--- config.mk ---
export PLATFORM = sky130hd
export DESIGN_NAME = cell_tester
export DESIGN_NICKNAME = d
export VERILOG_FILES = /design/src/rtl/cell_tester.sv
export SDC_FILE = /design/constraint.sdc
export NUM_CORES = 1
export LEC_CHECK = 0
export BUFFER_PORTS_ARGS = -buffer_cell sky130_fd_sc_hd__buf_2
export CAP_MARGIN = 20
export CORE_MARGIN = 10
export CORE_UTILIZATION = 59
export DETAILED_ROUTE_END_ITERATION = 10
export PLACE_DENSITY = 0.94
export SKIP_CTS_REPAIR_TIMING = 1
export SLEW_MARGIN = 15
export SYNTH_ARGS = -nofsm -noshare
export SYNTH_HDL_FRONTEND = slang
export SYNTH_SLANG_ARGS = --single-unit
--- constraint.sdc ---
create_clock -name CLK -period 3.9 [get_ports CLK]
set_clock_uncertainty 0.05 [all_clocks]
set_input_delay 0.195 -clock CLK [delete_from_list [all_inputs] [get_ports CLK]]
set_output_delay 0.195 -clock CLK [all_outputs]
set_load 0.01 [all_outputs]
--- src/rtl/cell_tester.sv ---
// Automatic functional tester for a small library of standard cells (buf1, inv1, na21, dff1_r).
// Steps four stimulus vectors through the selected cell and reports per-vector failures.
module cell_tester #(
    parameter int unsigned SETTLE = 2
) (
    input  logic       CLK,
    input  logic       RST,
    input  logic       START,
    input  logic [1:0] SEL,
    output logic       DUT_A,
    output logic       DUT_B,
    output logic       DUT_D,
    output logic       DUT_CLK,
    input  logic       DUT_Y,
    input  logic       DUT_Q,
    output logic       BUSY,
    output logic       DONE,
    output logic       PASS,
    output logic [2:0] ERRCNT,
    output logic [3:0] FAIL_VEC
);

    typedef enum logic [2:0] {
        IDLE,
        APPLY,
        SETTLE_H,
        CLKLO,
        SETTLE_L,
        SAMPLE,
        FINISH
    } state_t;

    localparam logic [1:0] SEL_DFF    = 2'd3;
    localparam logic [3:0] SETTLE_CNT = 4'(SETTLE);

    state_t     state_q, state_d;
    logic [1:0] sel_q, sel_d;
    logic [1:0] v_q, v_d;
    logic [3:0] cnt_q, cnt_d;
    logic [2:0] errcnt_q, errcnt_d;
    logic [3:0] failvec_q, failvec_d;
    logic       pass_q, pass_d;
    logic [3:0] stim_q, stim_d;
    logic       response;
    logic       expected;

    // Packed as {A, B, D, CLK}; the flop gets its clock raised together with D,
    // so D is long stable by the time the falling capture edge arrives.
    function automatic logic [3:0] stimFor(input logic [1:0] sel, input logic [1:0] v);
        if (sel == SEL_DFF) begin
            return {2'b00, v[1] ^ v[0], 1'b1};
        end
        return {v[1], v[0], 2'b00};
    endfunction

    function automatic logic expectFor(input logic [1:0] sel, input logic [1:0] v);
        case (sel)
            2'd0:    return v[1];
            2'd1:    return ~v[1];
            2'd2:    return ~(v[1] & v[0]);
            default: return v[1] ^ v[0];
        endcase
    endfunction

    always_ff @(posedge CLK) begin
        if (RST) begin
            state_q   <= IDLE;
            sel_q     <= 2'd0;
            v_q       <= 2'd0;
            cnt_q     <= 4'd0;
            errcnt_q  <= 3'd0;
            failvec_q <= 4'd0;
            pass_q    <= 1'b0;
            stim_q    <= 4'd0;
        end else begin
            state_q   <= state_d;
            sel_q     <= sel_d;
            v_q       <= v_d;
            cnt_q     <= cnt_d;
            errcnt_q  <= errcnt_d;
            failvec_q <= failvec_d;
            pass_q    <= pass_d;
            stim_q    <= stim_d;
        end
    end

    assign response = (sel_q == SEL_DFF) ? DUT_Q : DUT_Y;
    assign expected = expectFor(sel_q, v_q);

    // Stimulus registers are only rewritten on entry to APPLY, CLKLO and FINISH.
    always_comb begin
        state_d   = state_q;
        sel_d     = sel_q;
        v_d       = v_q;
        cnt_d     = cnt_q;
        errcnt_d  = errcnt_q;
        failvec_d = failvec_q;
        pass_d    = pass_q;
        stim_d    = stim_q;

        case (state_q)
            IDLE: begin
                if (START) begin
                    errcnt_d  = 3'd0;
                    failvec_d = 4'd0;
                    pass_d    = 1'b0;
                    sel_d     = SEL;
                    v_d       = 2'd0;
                    stim_d    = stimFor(SEL, 2'd0);
                    state_d   = APPLY;
                end
            end
            APPLY: begin
                cnt_d   = SETTLE_CNT;
                state_d = SETTLE_H;
            end
            SETTLE_H: begin
                if (cnt_q <= 4'd1) begin
                    cnt_d = 4'd0;
                    if (sel_q == SEL_DFF) begin
                        stim_d[0] = 1'b0;
                        state_d   = CLKLO;
                    end else begin
                        state_d = SAMPLE;
                    end
                end else begin
                    cnt_d = cnt_q - 4'd1;
                end
            end
            CLKLO: begin
                cnt_d   = SETTLE_CNT;
                state_d = SETTLE_L;
            end
            SETTLE_L: begin
                if (cnt_q <= 4'd1) begin
                    cnt_d   = 4'd0;
                    state_d = SAMPLE;
                end else begin
                    cnt_d = cnt_q - 4'd1;
                end
            end
            SAMPLE: begin
                // Case inequality so an X or Z response counts as a miscompare.
                if (response !== expected) begin
                    if (errcnt_q != 3'd4) begin
                        errcnt_d = errcnt_q + 3'd1;
                    end
                    failvec_d[v_q] = 1'b1;
                end
                if (v_q == 2'd3) begin
                    pass_d  = (errcnt_d == 3'd0);
                    stim_d  = 4'd0;
                    state_d = FINISH;
                end else begin
                    v_d     = v_q + 2'd1;
                    stim_d  = stimFor(sel_q, v_q + 2'd1);
                    state_d = APPLY;
                end
            end
            FINISH: begin
                state_d = IDLE;
            end
            default: begin
                state_d = IDLE;
            end
        endcase
    end

    assign {DUT_A, DUT_B, DUT_D, DUT_CLK} = stim_q;
    assign BUSY     = (state_q != IDLE);
    assign DONE     = (state_q == FINISH);
    assign PASS     = pass_q;
    assign ERRCNT   = errcnt_q;
    assign FAIL_VEC = failvec_q;

endmodule

==> flow_metrics.env, run 1 <==
export IMPL_outcome="finished clean"
export IMPL_syn_area_per_cell_um2=8.09
export IMPL_crit_buf_inv=1
export IMPL_yosys_area_top_type="dfxtp_1"
export IMPL_place_port_buffers=20
export IMPL_p_per_area_nw_per_um2=337
export IMPL_finalWirelength_mm=3.06
export IMPL_hp_start="SEL[1]"
export IMPL_clockBufferDepth=2
export IMPL_vias=1258
export IMPL_crit_fanout=11
export IMPL_path_delay_family="XOR/XNOR gates"
export IMPL_yosys_top_cells_area="dfxtp_1 (35%), ha_1 (7.5%), nor2_1 (5.9%)"
export IMPL_antenna_found_initial=0
export IMPL_async_flop_share_pct=0
export IMPL_holdWs_ps=82.7
export IMPL_hpwl_mm=2.35
export IMPL_drt_pass1_iterations=4
export IMPL_dieArea_um2=4550
export IMPL_worstPathRequired_ps=4070
export IMPL_overflow=0
export IMPL_synthCells=164
export IMPL_leakage_nw=0.615
export IMPL_start_kind="flop"
export IMPL_ys_seq_area_share_pct=34.7
export IMPL_critPathKind="flop to flop"
export IMPL_slowest_delay_ps=740
export IMPL_highest_layer="met4"
export IMPL_core_area_um2=2170
export IMPL_synthesis_area_um2=1330
export IMPL_slowest_stage="xnor2_1"
export IMPL_clock_latency_ps=320
export IMPL_io_pin_count=21
export IMPL_ys_warn_count=0
export IMPL_finalNetCount=197
export IMPL_antenna_cells=0
export IMPL_rsz0062_at_grt="no"
export IMPL_cp_end_kind="flop"
export IMPL_wl_met2_mm=1.50
export IMPL_setup_viol=0
export IMPL_slew_violations=0
export IMPL_gp_congestion=0.819
export IMPL_min_period_ps=2590
export IMPL_setup_tns_ps=0
export IMPL_m1WireLength_mm=1.37
export IMPL_synth_edff_count=0
export IMPL_h_tree_depth=1
export IMPL_drc=0
export IMPL_synthDistinctLibCells=44
export IMPL_place_area_um2=1430
export IMPL_rows=17
export IMPL_drv_cap=0
export IMPL_ant_nets=0
export IMPL_cts_root_buf="clkbuf_4"
export IMPL_hold_path_class="input port to flop"
export IMPL_syn_num_nets=179
export IMPL_synthFlopType="dfxtp_1"
export IMPL_dr_first_iter_drc_count=65
export IMPL_drive_above_1_share_pct=18.2
export IMPL_worst_slew_margin_rel_pct=39.1
export IMPL_dieWidth_um=67.4
export IMPL_dr_wl_met3_um=170
export IMPL_r2r_start="v_q[0]$_SDFFE_PP0P_"
export IMPL_initial_core_util_pct=61.2
export IMPL_ir_worst_vdd_uv=273
export IMPL_cts_sinks=23
export IMPL_grt_pass1_wl_mm=5.04
export IMPL_grtUsageTotal_pct=13.8
export IMPL_grt_pass1_vias=1136
export IMPL_die_h_um=67.4
export IMPL_critical_path_arrival_ps=2760
export IMPL_post_route_period_util_pct=66.3
export IMPL_via_per_inst=6.02
export IMPL_finalInstanceArea_um2=1460
export IMPL_p_total_w=0.000491
export IMPL_grt_max_degree=23
export IMPL_post_drt_wl_per_cell_um=14.6
export IMPL_finalHoldViolCount=0
export IMPL_syn2layout_area_growth_pct=9.80
export IMPL_worstMarginPinSlew_ps=907
export IMPL_critPathLaunch="v_q[0]$_SDFFE_PP0P_"
export IMPL_cts_inserted_buffers=3
export IMPL_fmax_mhz=387
export IMPL_path_clk_slew_ps=130
export IMPL_yosys_area_top_type_share_pct=34.7
export IMPL_yosys_register_bits=23
export IMPL_cts_tree="done"
export IMPL_crit_chain="inv_1 > ha_1 > mux2i_1 > a21oi_2 > xnor2_1 > a31oi_1 > a41o_2"
through the flow:
stage                     utilization (%)  std cells  setup slack, ps
after floorplan                         -        164             1980
after global placement               65.8        205             1610
after detailed placement             65.8        205             1380
final                                67.2        209             1310
after global routing                 67.2        209             1180
after CTS                            67.2        209             1330
per-layer routing:
layer / vias to the layer above / global-route usage [%]
li1: 629 / -
met1: 591 / 16.3
met2: 33 / 23.3
met3: 5 / 4.46
met4: 0 / 3.85
met5: - / 0
cells in the mapped netlist, types with 3 or more instances:
cell type	n
nor3_1	7
nand2_1	13
o21ai_0	9
clkbuf_1	4
ha_1	8
nand3_1	5
nor2_1	21
inv_1	12
a21oi_1	10
mux2i_1	3
a211oi_1	3
dfxtp_1	23
xnor2_1	3
a32o_1	4
cell usage in the layout, fill, tap and decap left out, types with 2 or more instances in the layout:
master / instances
dfxtp_1: 23
nor2_1: 21
buf_2: 20
nand2_1: 13
inv_1: 12
a21oi_1: 10
o21ai_0: 9
ha_1: 8
nor3_1: 7
nand3_1: 5
a32o_1: 4
xnor2_1: 3
a211oi_1: 3
mux2i_1: 3
clkbuf_4: 3
nor2b_1: 2
a32oi_1: 2
or3_1: 2
nor3b_1: 2
a221oi_1: 2
mux2_2: 2
o22ai_1: 2
a31oi_1: 2
nor4_1: 2
cells by family after synthesis:
| kind of cell | count (synthesis) | synth area share (%) |
|---|---|---|
| and+or+nand+nor | 60 | 21.4 |
| AOI/OAI and AO/OA | 45 | 23.8 |
| DFF | 23 | 34.7 |
| buffers and inverters | 19 | 6.03 |
| adders and majority gates | 8 | 7.54 |
| muxes | 5 | 3.96 |
| xor gates and xnor gates | 4 | 2.64 |
final timing paths:
path         cells past startpoint                     end  slack [ps]
min reg2reg                      2  stim_q[0]$_SDFFE_PP0P_         420
min                              3   sel_q[1]$_SDFFE_PP0P_          80
max reg2reg                      7  ERRCNT[0]$_SDFFE_PP0P_        1310
max                              7  ERRCNT[0]$_SDFFE_PP0P_        1310
cell type report:
type / count / area, um2
clock buffer: 3 / 22.5
clock inverter: 1 / 7.51
fill: 193 / 712
inverter: 12 / 45.0
multi-input combinational: 122 / 787
sequential: 23 / 460
tap: 28 / 35.0
timing repair buffer: 20 / 100
registers in the layout, indices dropped and copies added, names as in the netlist:
register  cells
ERRCNT        3
sel_q         2
stim_q        4
state_q       3
v_q           2
PASS          1
FAIL_VEC      4
cnt_q         4
tightest hold or removal path, stage by stage:
cell and delay, ps:
buf_2 100, nand3_1 60, a21oi_1 60
where the power goes:
group | internal [W] | switching [W] | leakage, nW | total, W
clock network | 0.0000392 | 0.0000756 | 0.0139 | 0.000115
logic | 0.0000444 | 0.0000692 | 0.415 | 0.000114
registers | 0.000245 | 0.0000175 | 0.186 | 0.000262
total | 0.000328 | 0.000162 | 0.615 | 0.000491
Power figures use the tool's default switching activity.
==> inputs of run 2 (changes only) <==
Settings changed: CORE_UTILIZATION 59 to 50, PLACE_DENSITY 0.94 to 0.86.
Clock period 3.9 ns to 2.1 ns, I/O delays scaled along.
==> flow_metrics.env, run 2 (same netlist as run 1, synthesis figures left out) <==
export IMPL_crit_fanout=7
export IMPL_worstPathRequired_ps=2290
export IMPL_antenna_cells=0
export IMPL_cp_end_kind="flop"
export IMPL_fmax_mhz=507
export IMPL_register_area_um2=462
export IMPL_drv_cap=0
export IMPL_holdWs_ps=-31.8
export IMPL_clock_latency_ps=330
export IMPL_via_per_inst=5.91
export IMPL_grt_pass1_wl_mm=5.50
export IMPL_ir_worst_vdd_uv=374
export IMPL_hpwl_mm=2.40
export IMPL_slew_violations=0
export IMPL_start_kind="flop"
export IMPL_finalWirelength_mm=3.20
export IMPL_multi_input_area_um2=787
export IMPL_dieArea_um2=5120
export IMPL_outcome="finished with violations"
export IMPL_finalHoldViolCount=1
export IMPL_h_tree_depth=1
export IMPL_setup_tns_ps=0
export IMPL_cts_inserted_buffers=3
export IMPL_io_pin_count=21
export IMPL_failed_checks="hold timing"
export IMPL_hold_path_class="input port to flop"
export IMPL_cts_root_buf="clkbuf_4"
export IMPL_grt_pass1_vias=1257
export IMPL_p_total_w=0.000929
export IMPL_cts_sinks=23
export IMPL_grt_max_degree=23
export IMPL_path_clk_slew_ps=130
export IMPL_dieWidth_um=71.5
export IMPL_rows=18
export IMPL_drc=0
export IMPL_place_port_buffers=20
export IMPL_drive_above_1_share_pct=20.3
export IMPL_post_drt_wl_per_cell_um=14.7
export IMPL_critical_path_arrival_ps=2170
export IMPL_die_h_um=71.5
export IMPL_syn2layout_area_growth_pct=13.4
export IMPL_clockBufferDepth=2
export IMPL_rsz0062_at_grt="no"
export IMPL_p_per_area_nw_per_um2=617
export IMPL_worst_slew_margin_rel_pct=65.1
export IMPL_layout_commonest_cell="dfxtp_1"
export IMPL_overflow=0
export IMPL_post_route_util_pct=60.2
export IMPL_leakage_nw=0.647
export IMPL_core_area_um2=2500
export IMPL_final_cell_mix="dfxtp_1 (22), nor2_1 (21), buf_2 (20)"
export IMPL_grtUsageTotal_pct=12.7
export IMPL_critPathKind="flop to flop"
export IMPL_ant_nets=0
export IMPL_dr_first_iter_drc_count=48
export IMPL_min_period_ps=1970
export IMPL_nFillCells=252
export IMPL_post_route_period_util_pct=94.0
export IMPL_finalNetCount=203
export IMPL_vias=1282
export IMPL_gp_congestion=0.904
export IMPL_cts_tree="done"
export IMPL_antenna_found_initial=0
export IMPL_initial_core_util_pct=53.1
export IMPL_setup_viol=0
export IMPL_drt_pass1_iterations=4
export IMPL_worstMarginPinSlew_ps=522
-- run 2: critical path, cell delays in order (launching register included) --
cell     delay [ps]
dfxtp_2         380
inv_1            80
ha_1            340
mux2i_1         190
a21oi_2          80
xnor2_1         150
buf_4           170
and3_2          200
o221a_2         250
-- run 2: final timing paths --
check | start | to | slack [ps] | depth (start not counted)
worst max-delay path | v_q[1]$_SDFFE_PP0P_ | ERRCNT[2]$_SDFFE_PP0P_ | 130 | 8
worst min register to register | stim_q[0]$_SDFFE_PP0P_ | stim_q[0]$_SDFFE_PP0P_ | 410 | 2
worst max register to register | v_q[1]$_SDFFE_PP0P_ | ERRCNT[2]$_SDFFE_PP0P_ | 130 | 8
worst min-delay path | SEL[0] | sel_q[0]$_SDFFE_PP0P_ | -30 | 3
-- run 2: cell type report --
type                    count  share of cell area [%]
clock buffers               4                    1.75
multi-input cells         122                    52.3
well taps                  30                    2.49
inverters                  12                    2.99
flip-flops and latches     23                    30.7
repair buffers             26                    9.81
-- run 2: metrics by stage --
| step | hold slack [ps] | instances | instance area, um2 | worst slack [ps] |
|---|---|---|---|---|
| after floorplan | 203 | 164 | 1330 | 183 |
| after CTS | -33.3 | 216 | 1490 | 67.6 |
| after global routing | 14.6 | 217 | 1510 | 1.99 |
| after detailed placement | 334 | 212 | 1470 | 83.6 |
| after global placement | 328 | 212 | 1470 | 140 |
| final | -31.8 | 217 | 1510 | 127 |
-- run 2: where the power goes --
group          total [W]  leakage, nW  switching (W)  internal [W]
clock           0.000214       0.0150       0.000139     0.0000747
combinational   0.000230        0.445       0.000135     0.0000957
sequential      0.000485        0.187      0.0000310      0.000454
-- run 2: routing by layer --
metal	vias up	track usage (%)	routed length, um	share of wire [%]
li1	643	-	-	-
met3	5	3.31	223	7.0
met4	0	6.24	55	1.7
met1	600	14.9	1400	44
met2	34	21.0	1520	47
met5	-	0	0	0
